$ cat config.mk
export PLATFORM = sky130hd
export DESIGN_NAME = mem_copy_engine
export DESIGN_NICKNAME = d
export VERILOG_FILES = /design/src/rtl/mem_copy_pkg.sv /design/src/rtl/mem_copy_engine.sv
export SDC_FILE = /design/constraint.sdc
export NUM_CORES = 1
export LEC_CHECK = 0
export ABC_AREA = 1
export CAP_MARGIN = 20
export CELL_PAD_IN_SITES_DETAIL_PLACEMENT = 1
export CELL_PAD_IN_SITES_GLOBAL_PLACEMENT = 1
export CORE_UTILIZATION = 33
export CTS_CLUSTER_SIZE = 40
export DETAILED_ROUTE_END_ITERATION = 10
export HOLD_SLACK_MARGIN = 0.15
export PLACE_DENSITY_LB_ADDON = 0.1
export SLEW_MARGIN = 10
export SYNTH_ARGS = -nofsm -noshare
export SYNTH_HDL_FRONTEND = slang
export SYNTH_SLANG_ARGS = --single-unit
$ cat constraint.sdc
create_clock -name CLK -period 2.8 [get_ports CLK]
set_input_delay 0.84 -clock CLK [delete_from_list [all_inputs] [get_ports CLK]]
set_output_delay 0.84 -clock CLK [all_outputs]
set_load 0.02 [all_outputs]
$ cat src/rtl/mem_copy_pkg.sv
// rtl/mem_copy_pkg.sv - shared types and default widths for the copy/fill engine
//
// Contents:
//   MCE_AW/MCE_DW/MCE_LW : default address, data and length widths
//   mce_state_t          : engine FSM states
//   mce_mode_t           : transfer mode (copy or fill)
package mem_copy_pkg;

  localparam int MCE_AW = 8;
  localparam int MCE_DW = 8;
  localparam int MCE_LW = 8;

  typedef enum logic [1:0] {
    IDLE = 2'd0,
    RD   = 2'd1,
    WR   = 2'd2,
    FIN  = 2'd3
  } mce_state_t;

  typedef enum logic {
    MODE_COPY = 1'b0,
    MODE_FILL = 1'b1
  } mce_mode_t;

endpackage

$ cat src/rtl/mem_copy_engine.sv
// rtl/mem_copy_engine.sv - block copy/fill engine arbitrating the data memory port
//
// Ports:
//   CLK, reset                 : clock, synchronous active-high reset
//   start, mode                : one-cycle request (IDLE only), 0=copy 1=fill
//   src_addr, dst_addr, length : transfer descriptor, length 0 is a no-op
//   fill_value                 : byte written in fill mode
//   cpu_*                      : CPU load/store request, passed through when idle
//   cpu_stall                  : high while the engine owns the memory port
//   done                       : one-cycle completion pulse
//   Data_*                     : single-port data memory interface
module mem_copy_engine
  import mem_copy_pkg::*;
#(
  parameter int AW = MCE_AW,
  parameter int DW = MCE_DW,
  parameter int LW = MCE_LW
) (
  input  logic          CLK,
  input  logic          reset,
  input  logic          start,
  input  logic          mode,
  input  logic [AW-1:0] src_addr,
  input  logic [AW-1:0] dst_addr,
  input  logic [LW-1:0] length,
  input  logic [DW-1:0] fill_value,
  input  logic [AW-1:0] cpu_address,
  input  logic          cpu_read_en,
  input  logic          cpu_write_en,
  input  logic [DW-1:0] cpu_data_in,
  output logic          cpu_stall,
  output logic          done,
  output logic [AW-1:0] Data_address,
  output logic          Data_read_en,
  output logic          Data_write_en,
  output logic [DW-1:0] Data_memory_in,
  input  logic [DW-1:0] Data_memory_out
);

  mce_state_t    state_q, state_d;
  mce_mode_t     mode_q, mode_d;
  logic [AW-1:0] src_q, src_d;
  logic [AW-1:0] dst_q, dst_d;
  logic [LW-1:0] cnt_q, cnt_d;
  logic [DW-1:0] buf_q, buf_d;
  logic          cpu_stall_q;
  logic          done_q;

  // Next-state logic. In fill mode the byte buffer is loaded with fill_value
  // at start, so later changes on fill_value cannot leak into the transfer and
  // the WR datapath is the same for both modes.
  always_comb begin
    state_d = state_q;
    mode_d  = mode_q;
    src_d   = src_q;
    dst_d   = dst_q;
    cnt_d   = cnt_q;
    buf_d   = buf_q;
    case (state_q)
      IDLE: begin
        if (start) begin
          src_d  = src_addr;
          dst_d  = dst_addr;
          cnt_d  = length;
          mode_d = mce_mode_t'(mode);
          if (mode_d == MODE_FILL) begin
            buf_d = fill_value;
          end
          if (length == '0) begin
            state_d = FIN;
          end else if (mode_d == MODE_FILL) begin
            state_d = WR;
          end else begin
            state_d = RD;
          end
        end
      end
      RD: begin
        buf_d   = Data_memory_out;
        state_d = WR;
      end
      WR: begin
        // Pointers wrap naturally at 2**AW.
        src_d = src_q + 1'b1;
        dst_d = dst_q + 1'b1;
        cnt_d = cnt_q - 1'b1;
        if (cnt_q == LW'(1)) begin
          state_d = FIN;
        end else if (mode_q == MODE_FILL) begin
          state_d = WR;
        end else begin
          state_d = RD;
        end
      end
      FIN: begin
        state_d = IDLE;
      end
      default: begin
        state_d = IDLE;
      end
    endcase
  end

  // State registers; stall and done are registered from the next state so
  // they line up with the state they describe.
  always_ff @(posedge CLK) begin
    if (reset) begin
      state_q     <= IDLE;
      mode_q      <= MODE_COPY;
      src_q       <= '0;
      dst_q       <= '0;
      cnt_q       <= '0;
      buf_q       <= '0;
      cpu_stall_q <= 1'b0;
      done_q      <= 1'b0;
    end else begin
      state_q     <= state_d;
      mode_q      <= mode_d;
      src_q       <= src_d;
      dst_q       <= dst_d;
      cnt_q       <= cnt_d;
      buf_q       <= buf_d;
      cpu_stall_q <= (state_d == RD) || (state_d == WR);
      done_q      <= (state_d == FIN);
    end
  end

  assign cpu_stall = cpu_stall_q;
  assign done      = done_q;

  // Memory port mux. Writes are gated by reset in every state so an aborted
  // transfer (or a CPU store during reset) cannot touch memory.
  always_comb begin
    Data_address   = cpu_address;
    Data_read_en   = cpu_read_en;
    Data_write_en  = cpu_write_en & ~reset;
    Data_memory_in = cpu_data_in;
    case (state_q)
      RD: begin
        Data_address   = src_q;
        Data_read_en   = 1'b1;
        Data_write_en  = 1'b0;
        Data_memory_in = '0;
      end
      WR: begin
        Data_address   = dst_q;
        Data_read_en   = 1'b0;
        Data_write_en  = ~reset;
        Data_memory_in = buf_q;
      end
      default: begin
      end
    endcase
  end

endmodule

Yosys cells after proc, flatten, opt, wreduce, memory -nomap -nowiden --
Index checks and enable logic that the tools add are counted.
Word-level totals: output and inout bits 20, register bits 37, logic and storage cells 49, bits of input ports 62
Operators by class: multiplexer cells 19, add/subtract/negate cells 3, reduce and logical (&&, ||, !) cells 8, bitwise gates (word level) 2, equal/unequal tests 9
Operators by type and width (count):
- $pmux 8 s2 | 6
- $mux 8 | 5
- $add 8x1->8 const B | 2
- $mux 2 | 5
- $eq 2x2->1 const B | 4
- $eq 8x1->1 const B | 1
- $logic_not 8->1 | 1
- $pmux 2 s4 | 1
- $sub 8x1->8 const B | 1
- $eq 2x1->1 const B | 2
- $ne 2x2->1 const B | 2
- $pmux 1 s2 | 2
- $reduce_and 2->1 | 2
- $reduce_bool 2->1 | 2
- $reduce_and 3->1 | 1
- $logic_not 2->1 | 1
- $and 1x1->1 | 1
- $logic_or 1x1->1 | 1
- $not 1->1 | 1

Depth between registers and ports, before layout --
word-level depth 6, depth in mapped cells 13

Worst setup path after synthesis --
No wires, ideal clock.
path type input -> output, start point in reset, end point out Data_write_en, path slack 0.368 ns, arrival time 1.592 ns, stages 3, cells stage by stage clkbuf_1 clkbuf_1 a21oi_1
Between the ends: word-level cells in the longest chain between the ends 3
RTL lines:
- start: declaration | line mem_copy_engine.sv:20 | input logic reset,
- $not 1->1 * | line mem_copy_engine.sv:136, mem_copy_engine.sv:148
- $and 1x1->1 | line mem_copy_engine.sv:136 | Data_write_en = cpu_write_en & ~reset;
- $pmux 1 s2 * | line mem_copy_engine.sv:138 | case (state_q)
- end: declaration | line mem_copy_engine.sv:35 | output logic Data_write_en,
Every way passes the cells marked *; elsewhere a longest branch is shown, timed or not.

Worst setup path after layout --
start point reg state_q[1], end point out Data_address[6]
Between the ends: word-level cells in the longest chain between the ends 2, elaborated cells between the ends (all ways) 3, classes of those cells eq/ne: 2; mux: 1
RTL lines:
- start: declaration | line mem_copy_engine.sv:40 | mce_state_t state_q, state_d;
- start signal: assignment | line mem_copy_engine.sv:117 | state_q <= state_d;
- $eq 2x2->1 / $eq 2x1->1 (equally long branches) | line mem_copy_engine.sv:138
- $pmux 8 s2 * | line mem_copy_engine.sv:138
- end: declaration | line mem_copy_engine.sv:33 | output logic [AW-1:0] Data_address,
Marks and branches as above.

==> metrics.md <==
| Metric | Value |
|---|---|
| Worst-skew pair later-pin latency | `0.30 ns` |
| TritonCTS clock tree | `built` |
| Seq/Total Area, Yosys | `0.306` |
| WP buf/inv | `4` |
| Area Overhead vs Synth | `42.2%` |
| Post-CTS Repair Setup Buffers | `0` |
| YS warnings | `0` |
| Largest stage delay, worst path | `0.36 ns` |
| R2r endpoint | `cnt_q[3]$_SDFFE_PP0P_` |
| Area of the multi-input gates | `1450 um^2` |
| Total GRT Usage | `0.226` |
| Hold/Removal Path Class | `reg -> reg` |
| First-pass GRT wire length | `13500 um` |
| DIE AREA | `7680 um^2` |
| Vias in the first global route | `2826` |
| Wire length per cell | `14.4 um` |
| Share of flip-flops with an asynchronous set or reset after synthesis | `0` |
| Worst Setup End Kind | `output pin` |
| RR Startpoint | `state_q[0]$_SDFF_PP0_` |
| Initial antenna violation count | `0` |
| Root buf cell | `clkbuf_8` |
| Post-synth EDFFs | `0` |
| CTS buffer count | `5` |
| Register area | `741 um^2` |
| Pwr dens | `482 nW/um^2` |
| Leakage power | `1.45 nW` |
| DR vias/cell | `5.03` |
| Seq cells post-synth | `37` |
| Post-DP HPWL | `5990 um` |
| Post-DP Area | `3360 um^2` |
| Max-cap viol count | `0` |
| Max-slew violation count | `0` |
| Fillers | `926` |
| Hold endpoint | `buf_q[0]$_SDFFE_PP0P_` |
| Netlist cell types | `27` |
| Nets | `533` |
| Crit path max fanout | `19` |
| Reg2Reg Setup Slack | `0.51 ns` |
| Unrepaired setup endpoints after global routing | `no` |
| Fin area | `3440 um^2` |
| DRC | `0` |
| Final setup viols | `0` |
| Total grt overflow | `0` |
| # IOs | `82` |
| Row count | `30` |
| Share of layout cells above drive strength 1 | `0.0797` |
| Die Y | `87.7 um` |
| Dpl ws | `-0.132 ns` |
| Post-synth top area cell | `dfxtp_1` |
| VDD IR max | `194 uV` |
| Cell count after synthesis | `383` |
| R2R cell count | `8` |
| Clock transition at the registers of the reported paths | `0.07 ns` |
| Fmax | `375 MHz` |
| Slowest stage cell, crit path | `dfxtp_1` |
| Clk buf depth | `2` |
| Min Tclk post-route | `2.67 ns` |
| Final Hold Vio Count | `0` |
| Setup ws final | `0.135 ns` |
| Primary FF master, synth | `dfxtp_1` |
| Hold Crit Depth | `2` |
| Post-synthesis average cell area | `6.32 um^2` |
| Critical path arrival | `1.83 ns` |
| Status | `finished, final reports clean` |
| Mapped Area | `2420 um^2` |
| Synth area leaders | `dfxtp_1, nand2_1, nand3_1` |
| Largest net degree at the start of global routing | `26` |
| CP top delay family | `buffers and inverters` |
| Final critical-path share of the clock period | `0.952` |
| Hold Crit Start | `buf_q[0]$_SDFFE_PP0P_` |
| Sink Count | `37` |
| Final ANT Viol Nets | `0` |
| DRT iter0 DRCs | `101` |
| Worst setup SP type | `flop` |
| Drt pass-1 iters | `4` |
| Synth Net Count | `453` |
| Max_slew headroom | `0.435` |
| Vias | `2819` |
| ANT cells | `0` |
| Core area | `6940 um^2` |
| Cells along the critical path | `inv_1 -> ha_4 -> clkinv_1 -> buf_12 -> nand2_1 -> o221ai_1 -> dlygate4sd2_1` |
| Starting Density | `0.349` |
| Hold bufs inserted after CTS | `0` |
| Top cell type's share of synthesized area | `0.306` |
| Die width | `87.7 um` |
| Clock Skew | `0.00641 ns` |
| Port bufs | `81` |
| Crit path kind | `reg -> out` |
| Critical Path RT | `1.96 ns` |
| H-Tree Depth | `2` |
| Least-Margin Pin Slew | `0.847 ns` |
| Final GP Congestion | `0.802` |
| Routed WL | `8040 um` |
## metal layers
layer	part of all wire	routed length, um	track usage
met5	0	0	0
met4	0.0073	59	0.0447
met3	0.044	353	0.0500
met2	0.47	3790	0.388
met1	0.48	3840	0.292
## synthesized netlist by cell type, types with 3 or more instances
| cell type | number |
|---|---|
| inv_1 | 32 |
| nor2_1 | 39 |
| ha_1 | 8 |
| nand4_1 | 3 |
| o21ai_1 | 7 |
| nand2_1 | 99 |
| nand3_1 | 38 |
| clkbuf_1 | 8 |
| buf_4 | 3 |
| buf_2 | 7 |
| a21oi_1 | 35 |
| o221ai_1 | 5 |
| inv_2 | 3 |
| dfxtp_1 | 37 |
| mux2i_1 | 7 |
| o21ai_0 | 34 |
| a31oi_1 | 3 |
## cells by family after synthesis
logic type      after synthesis  share of synthesized area
fa+ha+maj                     8                     0.0413
flops                        37                      0.306
simple gates                185                      0.317
buf+inv                      56                      0.101
mux                           7                     0.0289
compound gates               90                      0.205
## tightest hold or removal path, cell delays in order (launching register included)
cell,delay [ns]
dfxtp_1,0.30
inv_1,0.06
a21oi_1,0.06
## stage by stage
step                      power (W)  setup TNS, ns  hold slack [ns]  utilization  instances
final                       0.00166              0            0.468        0.496        560
after global routing        0.00177              0            0.492        0.496        560
after CTS                   0.00167              0            0.476        0.496        560
after detailed placement    0.00126          -1.38            0.465        0.483        552
after global placement      0.00124          -1.10            0.452        0.483        552
after floorplan            0.000991              0            0.425            -        383
## power breakdown
group	leakage, nW	switching [W]	internal, W
registers	0.305	0.0000542	0.000585
logic	1.09	0.000332	0.000261
clock network	0.0542	0.000204	0.000223
## cell type report
type,instances,area share
Inverter,36,0.0393
Clock buffer,7,0.0280
Multi-Input combinational cell,290,0.422
Tap cell,96,0.0349
Clock inverter,1,0.00145
Timing Repair Buffer,93,0.259
Sequential cell,37,0.215
## worst max path at each step
stage,from,end,slack (ns),depth (start not counted)
global route,state_q[1]$_SDFF_PP0_,Data_address[1],0.03,7
detailed placement,cpu_address[5],Data_address[5],-0.13,4
floorplan,reset,Data_write_en,0.37,3
CTS,state_q[1]$_SDFF_PP0_,Data_address[0],0.0008,6
finish,state_q[1]$_SDFF_PP0_,Data_address[6],0.13,7
global placement,cpu_write_en,Data_write_en,-0.11,4
## sequential cells by signal (all words and copies together), names as in the netlist
name	cells
dst_q	8
done	1
src_q	8
state_q	2
cpu_stall	1
mode_q	1
buf_q	8
cnt_q	8
## timing repair
action                                 4_1_cts  5_1_grt
endpoints found under the hold margin        0        0
setup endpoints to repair                   18       10
gates resized for setup                     22        9
## cell usage in the layout, fill, tap and decap left out
| master | n |
|---|---|
| a211oi_2 | 2 |
| clkbuf_2 | 3 |
| clkinv_2 | 1 |
| dlygate4sd2_1 | 15 |
| clkbuf_8 | 7 |
| o22ai_1 | 2 |
| nand2_2 | 4 |
| a211oi_1 | 1 |
| buf_12 | 2 |
| dfxtp_1 | 37 |
| nand4_1 | 3 |
| ha_4 | 1 |
| nor2_1 | 39 |
| nor3_1 | 1 |
| mux2i_1 | 7 |
| inv_2 | 3 |
| nor2_2 | 2 |
| clkdlybuf4s50_1 | 63 |
| a21oi_1 | 35 |
| inv_1 | 32 |
| o221ai_1 | 5 |
| clkinv_1 | 1 |
| nand2_1 | 97 |
| o21ai_1 | 7 |
| o21ai_0 | 34 |
| a31oi_1 | 3 |
| nand2_4 | 1 |
| nand3_1 | 38 |
| o21ai_2 | 1 |
| ha_1 | 7 |
| buf_4 | 10 |
(Power assumes the default switching activity.)
